## src/rtl/uart_tx_arbiter.sv

```systemverilog
// uart_tx_arbiter: shares one UART transmitter byte input between
// NUM_REQUESTERS packet sources. The link is owned by one requester for a
// whole packet. Ownership moves round-robin at packet boundaries. An optional
// idle gap follows each packet. A stall timeout reclaims the link from an
// owner that stops presenting bytes mid-packet.
//
// Ports:
//   clk, rst        - clock; synchronous active-high reset
//   req_data/valid/last/ready - per-requester byte streams (byte i on [8i+7:8i])
//   tx_data/valid/ready       - byte stream to the transmitter
//   grant_valid, grant_id     - current link owner
//   stall_abort               - 1-cycle pulse when a packet is dropped by timeout
module uart_tx_arbiter #(
  parameter  int NUM_REQUESTERS = 4,
  parameter  int GAP_CYCLES     = 16,
  parameter  int STALL_TIMEOUT  = 1023,
  localparam int ID_WIDTH       = (NUM_REQUESTERS > 2) ? $clog2(NUM_REQUESTERS) : 1
) (
  input  logic                        clk,
  input  logic                        rst,
  input  logic [8*NUM_REQUESTERS-1:0] req_data,
  input  logic [NUM_REQUESTERS-1:0]   req_valid,
  input  logic [NUM_REQUESTERS-1:0]   req_last,
  output logic [NUM_REQUESTERS-1:0]   req_ready,
  output logic [7:0]                  tx_data,
  output logic                        tx_valid,
  input  logic                        tx_ready,
  output logic                        grant_valid,
  output logic [ID_WIDTH-1:0]         grant_id,
  output logic                        stall_abort
);
  localparam int SW = (STALL_TIMEOUT > 0) ? $clog2(STALL_TIMEOUT + 1) : 1;
  localparam int GW = (GAP_CYCLES > 1) ? $clog2(GAP_CYCLES) : 1;
  localparam logic [SW-1:0] STALL_LIM = SW'(STALL_TIMEOUT);

  typedef enum logic [1:0] {IDLE, SEND, GAP} state_t;

  state_t              state, state_n;
  logic [ID_WIDTH-1:0] last_grant, last_grant_n, grant_id_n;
  logic [SW-1:0]       stall_cnt, stall_cnt_n;
  logic [GW-1:0]       gap_cnt, gap_cnt_n;
  logic                abort_n;

  // Per-requester byte lanes, so the mux can index by grant_id directly.
  logic [7:0] lane [NUM_REQUESTERS];
  for (genvar g = 0; g < NUM_REQUESTERS; g++) begin : g_lane
    assign lane[g] = req_data[8*g +: 8];
  end

  // Round-robin pick: first valid requester after last_grant, wrapping.
  logic                any_valid;
  logic [ID_WIDTH-1:0] winner, idx;
  always_comb begin
    any_valid = 1'b0;
    winner    = '0;
    idx       = '0;
    for (int i = 1; i <= NUM_REQUESTERS; i++) begin
      idx = ID_WIDTH'((int'(last_grant) + i) % NUM_REQUESTERS);
      if (!any_valid && req_valid[idx]) begin
        any_valid = 1'b1;
        winner    = idx;
      end
    end
  end

  logic xfer, timeout_hit;
  assign xfer        = (state == SEND) && req_valid[grant_id] && tx_ready;
  // Transfer takes priority; it clears the counter in the same cycle.
  assign timeout_hit = (STALL_TIMEOUT != 0) && (state == SEND) &&
                       (stall_cnt == STALL_LIM) && !xfer;

  // Pass-through datapath: nothing is buffered, owner drives tx directly.
  always_comb begin
    req_ready = '0;
    tx_data   = 8'h00;
    tx_valid  = 1'b0;
    if (state == SEND) begin
      req_ready[grant_id] = tx_ready;
      tx_data             = lane[grant_id];
      tx_valid            = req_valid[grant_id];
    end
  end

  assign grant_valid = (state == SEND);

  always_comb begin
    state_n      = state;
    last_grant_n = last_grant;
    grant_id_n   = grant_id;
    stall_cnt_n  = stall_cnt;
    gap_cnt_n    = gap_cnt;
    abort_n      = 1'b0;
    unique case (state)
      IDLE: begin
        if (any_valid) begin
          state_n     = SEND;
          grant_id_n  = winner;
          stall_cnt_n = '0;
        end
      end
      SEND: begin
        if (xfer) stall_cnt_n = '0;
        else if (!req_valid[grant_id] && stall_cnt != '1) stall_cnt_n = stall_cnt + 1'b1;
        if ((xfer && req_last[grant_id]) || timeout_hit) begin
          abort_n      = timeout_hit;
          last_grant_n = grant_id;
          if (GAP_CYCLES > 0) begin
            state_n   = GAP;
            gap_cnt_n = GW'(GAP_CYCLES - 1);
          end else begin
            state_n = IDLE;
          end
        end
      end
      GAP: begin
        if (gap_cnt == '0) state_n = IDLE;
        else gap_cnt_n = gap_cnt - 1'b1;
      end
      default: state_n = IDLE;
    endcase
  end

  always_ff @(posedge clk) begin
    if (rst) begin
      state       <= IDLE;
      last_grant  <= ID_WIDTH'(NUM_REQUESTERS - 1);
      grant_id    <= '0;
      stall_cnt   <= '0;
      gap_cnt     <= '0;
      stall_abort <= 1'b0;
    end else begin
      state       <= state_n;
      last_grant  <= last_grant_n;
      grant_id    <= grant_id_n;
      stall_cnt   <= stall_cnt_n;
      gap_cnt     <= gap_cnt_n;
      stall_abort <= abort_n;
    end
  end
endmodule

```

## config.mk

```make
export PLATFORM = sky130hd
export DESIGN_NAME = uart_tx_arbiter
export DESIGN_NICKNAME = d
export VERILOG_FILES = /design/src/rtl/uart_tx_arbiter.sv
export SDC_FILE = /design/constraint.sdc
export NUM_CORES = 1
export LEC_CHECK = 0
export ABC_CLOCK_PERIOD_IN_PS = 6200
export CORE_UTILIZATION = 46
export DETAILED_ROUTE_END_ITERATION = 6
export PLACE_DENSITY = 0.85
export SLEW_MARGIN = 15
export SYNTH_ARGS = -nofsm -noshare
export SYNTH_HDL_FRONTEND = slang
export SYNTH_SLANG_ARGS = --single-unit
```

## constraint.sdc

```tcl
create_clock -name clk -period 6.2 [get_ports clk]
set_clock_uncertainty 0.05 [all_clocks]
set_input_delay 0.93 -clock clk [delete_from_list [all_inputs] [get_ports clk]]
set_output_delay 0.93 -clock clk [all_outputs]
set_load 0.02 [all_outputs]
```

==> impl_results.md, run 1 <==
- Syn Nets: ~210
- Register area share after synthesis: 0.2845
- CTS Buffer Depth: 2
- ANT nets after route: 0
- Final hold viol count: 0
- Largest net degree at the start of global routing: 18
- Multi-input logic area: 984.7 sq um
- Max Freq: ~270 MHz
- Slew @ Worst Pin: 0.8804 ns
- Pleak: between 0.7 and 0.8 nW
- Area share of the largest cell type after synthesis: 0.2845
- Setup violators final: 0
- # rows: 20
- DR vias: about 1500
- TritonCTS Buffers: 3
- Fillers: 248
- WP data arrival: 2.69 ns
- DRC: 0
- Pint: between 200 and 250 uW
- Switch share: 0.3095
- Post-synth EDFFs: 0
- First-pass GRT wire length: ~6300 um
- Setup WS post-layout: between 2 and 3 ns
- Top delay family on crit path: buffers and inverters
- Buffers on Ports: just under 60
- Hold Path Class: flip-flop to flip-flop
- Post-synth top cells: dfxtp_1 (21), nor2_1 (12), inv_1 (10), mux4_2 (10)
- Synth warn: 0
- Avg Vias per Cell: 5.795
- Initial DRC count: between 40 and 50
- Cell mode on critical path: clkdlybuf4s50_1
- Slowest-stage cell, CP: mux4_2
- Syn_area_per_cell: roughly 9 sq um
- Final TNS setup: 0 ns
- Main area contributors after synthesis: dfxtp_1 (28%), mux4_2 (15%), mux2i_1 (4.1%)
- Comb pwr share: 0.375
- Boundary Pins: 60
- First drt pass iteration count: 4
- Footprint of the flip-flops and latches: approximately 420 sq um
- Vias in the first global route: 1459
- Ys async rst share: 0
- Clock latency on the worst-skew pair: 0.30 ns
- Peak VDD IR: 0.1444 mV
- Initial Utilization: 0.4840
- Max-cap violations: 0
- Post-place setup slack: about 2.5 ns
- Mapped Area: roughly 1500 sq um
- Worst Path Required: between 5 and 6 ns
- Avg WL per Cell: around 15 um
- Placed wire-length estimate: about 3300 um
- Clock transition at path regs: ~0.11 ns
- Die Y: around 59 um
- DIE AREA: between 3000 and 4000 sq um
- Core box area: a little over 3000 sq um
- H-tree levels: 1
- Tmin final: ~3.7 ns
- Status: completed
- Ant diodes: 0
- WS Path Type: input pin to primary output
- Critical path buffers and inverters: 2
- Count leader, synth: dfxtp_1
- Initial antenna violation count: 0
- CTS root buffer: clkbuf_4
- Overflow after GRT: 0
- Yosys reg bits: 21
- Switching power: ~110 uW
- WL final: ~4100 um
- Max-slew violations: 0
- Cell variety after synth: 42
- Layout cells sized above 1: 0.08636
- Slew Limit Headroom: 0.4123
- Max FO, Critical Path: 6
- Period utilization: 0.5921
- Synth Flop Type: dfxtp_1
- Synth-to-layout area growth: 43.10%
- RSZ-0062 raised after global routing: false
- Nets: between 200 and 300
- Total global routing track utilization: 0.2365
- Yosys top cell by area: dfxtp_1
- CTS tree: yes
- Post-CTS Setup Inserts: 0
- Worst path cell trace: clkdlybuf4s50_1 > mux4_2 > and2_1 > clkdlybuf4s50_1
- CP Capture Type: primary output
- # resized after CTS: 0
- DIE WIDTH: between 50 and 60 um
- Clock sinks: 21
- Cts hold-fix bufs: 0
- Crit start category: input pin
- PD cells: 165.7 nW/um^2
- Gpl congestion: 0.8620
- Seq pwr share: 0.443
- Clock power frac: 0.182
- Cell count after synthesis: between 150 and 200
- Slowest stage delay, CP: between 0.5 and 0.6 ns
==> path summary, 6_finish.rpt <==
path | cells past startpoint | slack (ns) | end | startpoint
worst max register to register | 5 | 3.62 | stall_cnt[8] | grant_id[1]
worst min-delay path | 2 | 0.47 | stall_cnt[0] | stall_cnt[0]
worst max-delay path | 4 | 2.53 | tx_valid | req_valid[0]
worst min register to register | 2 | 0.47 | stall_cnt[0] | stall_cnt[0]
==> through the flow <==
stage	hold WS, ns	instances	power [mW]	util	area (sq um)
2_1_floorplan	0.4164	164	0.2312	-	1478
3_3_place_gp	0.4309	260	0.2853	0.6840	2088
3_5_place_dp	0.4496	260	0.2898	0.6840	2088
4_1_cts	0.4680	264	0.3526	0.6926	2115
5_1_grt	0.4928	264	0.3700	0.6926	2115
6_report	0.4703	264	0.3503	0.6926	2115
==> kinds of logic after synthesis <==
group | count (synthesis) | share of synthesized area
AO/OA/AOI/OAI | 36 | 0.1888
adder cells (fa/ha/maj) | 2 | 0.01693
buffers and inverters | 17 | 0.04910
flip-flops | 21 | 0.2845
multiplexers | 16 | 0.1931
AND/OR/NAND/NOR | 72 | 0.2676
==> worst register-to-register path, cell delays in order, from the launching register on <==
cell and delay (ns):
dfxtp_1 0.75, mux4_2 0.64, a221oi_2 0.29, o31ai_2 0.18
and2_4 0.22, a221o_1 0.34
==> sequential cells by signal, summed over array words and instances, names as in the netlist <==
register	flops
gap_cnt	4
grant_id	2
state	2
stall_abort	1
last_grant	2
stall_cnt	10
==> final cells by class <==
cell class / count / area share
multi-input combinational: 126 / 0.4657
timing repair buffer: 59 / 0.2793
sequential: 21 / 0.1988
tap: 44 / 0.02604
inverter: 10 / 0.01775
clock buffer: 4 / 0.01243
==> metal layers <==
layer  vias up  track usage  share of wire
met4         0      0.07483         0.0088
met5         -            0              0
met3         5      0.06813          0.088
met2        53       0.4483           0.51
li1        740            -              -
met1       732       0.2503           0.40
==> power groups by stage <==
| stage | registers [mW] | clock network (mW) | logic (mW) |
|---|---|---|---|
| global placement | 0.157 | 0 | 0.128 |
| finish | 0.155 | 0.0636 | 0.132 |
| CTS | 0.155 | 0.0654 | 0.132 |
| global route | 0.157 | 0.0714 | 0.141 |
| detailed placement | 0.158 | 0 | 0.132 |
| floorplan | 0.150 | 0 | 0.0811 |
==> placed cells by master, fill, tap and decap left out, types with 6 or more instances in the layout <==
cell type        netlist  layout
nand3_1                7       7
mux2i_1                6       6
nor2_1                12      12
nand2_1                9       9
clkdlybuf4s50_1        0      59
nor3_1                 9       9
and2_1                 9       9
dfxtp_1               21      21
inv_1                 10      10
mux4_2                10      10
Power figures use the tool's default switching activity.
==> run 2, diff against run 1 <==
- ABC_CLOCK_PERIOD_IN_PS: 6200 -> 3500
- CORE_UTILIZATION: 46 -> 43
- PLACE_DENSITY: 0.85 -> 0.8
- clock period: 6.2 -> 3.5 ns (I/O delays scaled with it)
==> run 2 against run 1 <==
Effect of this change:
- global-route usage is 1.5 points higher
- largest cell class unchanged
- critical path depth fell by 1
- first-iteration DRC count is 150% higher
- sequential share of layout area shrank 0.15 points
==> impl_results.md, run 2 (same netlist as run 1, synthesis figures left out) <==
- Status: completed
- Non-Filler Instances: 266
- Worst path cell trace: mux4_2 > and2_1 > clkdlybuf4s50_1
- Setup violators final: 0
- Leading cell type in the layout, fill and taps excluded: clkdlybuf4s50_1
- Core box area: roughly 3200 sq um
- Largest reg by FF count: stall_cnt
- Die Y: approximately 61 um
- DIE WIDTH: approximately 61 um
- Crit start category: flip-flop
- Reg2reg setup slack: approximately 0.9 ns
- Largest register FFs: 10
- Initial antenna violation count: 0
- Avg WL per Cell: 16.11 um
- Commonest non-fill, non-tap cells in the layout: clkdlybuf4s50_1 (59), dfxtp_1 (21), nor2_1 (12), inv_1 (10), mux4_2 (10)
- Post-place setup slack: 0.6483 ns
- Core Util, Final: 0.6758
- Slew Limit Headroom: 0.5029
- Peak VDD IR: slightly below 0.2 mV
- DR vias: between 1500 and 2000
- Max-cap violations: 0
- Final TNS setup: 0 ns
- Clock sinks: 21
- Initial Utilization: 0.4687
- Avg Vias per Cell: around 5.7
- DRC: 0
- DIE AREA: roughly 3700 sq um
- Ant diodes: 0
- Worst reg2reg endpoint: stall_cnt[8]
- Slowest-stage cell, CP: dfxtp_1
- Worst Hold End: stall_cnt[1]
- Clock transition at path regs: between 0.1 and 0.15 ns
- CTS Buffer Depth: 2
- Seq pwr share: 0.429
- RSZ-0062 raised after global routing: false
- Hold slack: 0.4633 ns
- Switching power: approximately 200 uW
- # rows: 20
- Worst hold stages: 2
- Clock power frac: 0.186
- Comb pwr share: 0.384
- Cts hold-fix bufs: 0
- Design Area, Final: roughly 2100 sq um
- H-tree levels: 1
- Pleak: between 0.7 and 0.8 nW
- Synth-to-layout area growth: 44.20%
- PD cells: 295.8 nW/um^2
- Setup WS post-layout: ~0.5 ns
- Max Freq: between 300 and 400 MHz
- Clock latency on the worst-skew pair: 0.30 ns
- Overflow after GRT: 0
- Worst Path Required: roughly 3 ns
- Hold Path Class: flip-flop to flip-flop
- Hold path start: stall_cnt[1]
- Tmin final: 3.003 ns
- Switch share: 0.3187
- Placed cell areas: between 2000 and 2500 sq um
- Initial DRC count: 106
- Largest net degree at the start of global routing: 16
- Boundary Pins: 60
- Final hold viol count: 0
- Max-slew violations: 0
- ANT nets after route: 0
- Vias in the first global route: between 1000 and 1500
- Nets: 268
- WS Path Type: flip-flop to primary output
- # resized after CTS: 0
- Top flop regs: stall_cnt x10, gap_cnt x4
- Period utilization: 0.8581
- WP data arrival: around 2.4 ns
- WL final: ~4300 um
- Max FO, Critical Path: 14
- Placed Instances: 262
- Total global routing track utilization: 0.2512
- Gpl congestion: approximately 0.85
- Pint: 429.4 uW
- Layout cells sized above 1: 0.09910
- Worst R2R Start: grant_id[0]
- Slew @ Worst Pin: ~0.74 ns
- CP Capture Type: primary output
- Buffers on Ports: roughly 60
- CTS root buffer: clkbuf_4
- Post-CTS Setup Inserts: 0
- First drt pass iteration count: 4
- Cells on worst reg2reg path: 6
- Placed wire-length estimate: roughly 3500 um
- Slowest stage delay, CP: slightly above 0.8 ns
- CTS tree: yes
- Final Total Pwr: between 600 and 700 uW
- First-pass GRT wire length: between 6000 and 7000 um
- TritonCTS Buffers: 3
[run 2: changes by cell type in the layout (fill, tap and decap cells not counted), sizes merged]
cell,delta
buf,+2
clkbuf,-1
clkinv,+1
[run 2: worst max-delay path, delay by kind of cell, from the launching register on]
| kind | cells | cell delay (ns) |
|---|---|---|
| buf+inv | 1 | 0.54 |
| flops | 1 | 0.82 |
| mux | 1 | 0.59 |
| simple gates | 1 | 0.18 |
[run 2: worst max path at each step]
stage | start | end
6_report | grant_id[0] | tx_data[0]
5_1_grt | grant_id[0] | tx_data[0]
4_1_cts | grant_id[0] | tx_data[0]
3_5_place_dp | req_valid[3] | tx_valid
3_3_place_gp | req_valid[3] | tx_valid
2_1_floorplan | grant_id[0] | tx_data[1]
[run 2: final cells by class]
type | count | area [sq um]
Clock buffer | 3 | 22.52
Fill cell | 251 | 1022
Tap cell | 44 | 55.05
Inverter | 10 | 37.54
Sequential cell | 21 | 420.4
Multi-Input combinational cell | 126 | 984.7
Timing Repair Buffer | 61 | 605.6
Clock inverter | 1 | 5.005
[run 2: per-layer routing]
layer,vias to the layer above,routed length [um],GRT usage,part of all wire
met2,57,2084,0.4349,0.49
met5,-,0,0,0
met3,4,287,0.04904,0.067
li1,742,-,-,-
met1,720,1890,0.3250,0.44
met4,0,23,0.05519,0.0054
[run 2: power groups by stage]
| stage | registers, mW | logic (mW) | clock network, mW |
|---|---|---|---|
| 2_1_floorplan | 0.266 | 0.144 | 0 |
| 3_3_place_gp | 0.274 | 0.235 | 0 |
| 3_5_place_dp | 0.276 | 0.241 | 0 |
| 4_1_cts | 0.271 | 0.242 | 0.125 |
| 5_1_grt | 0.273 | 0.261 | 0.133 |
| 6_report | 0.271 | 0.242 | 0.117 |
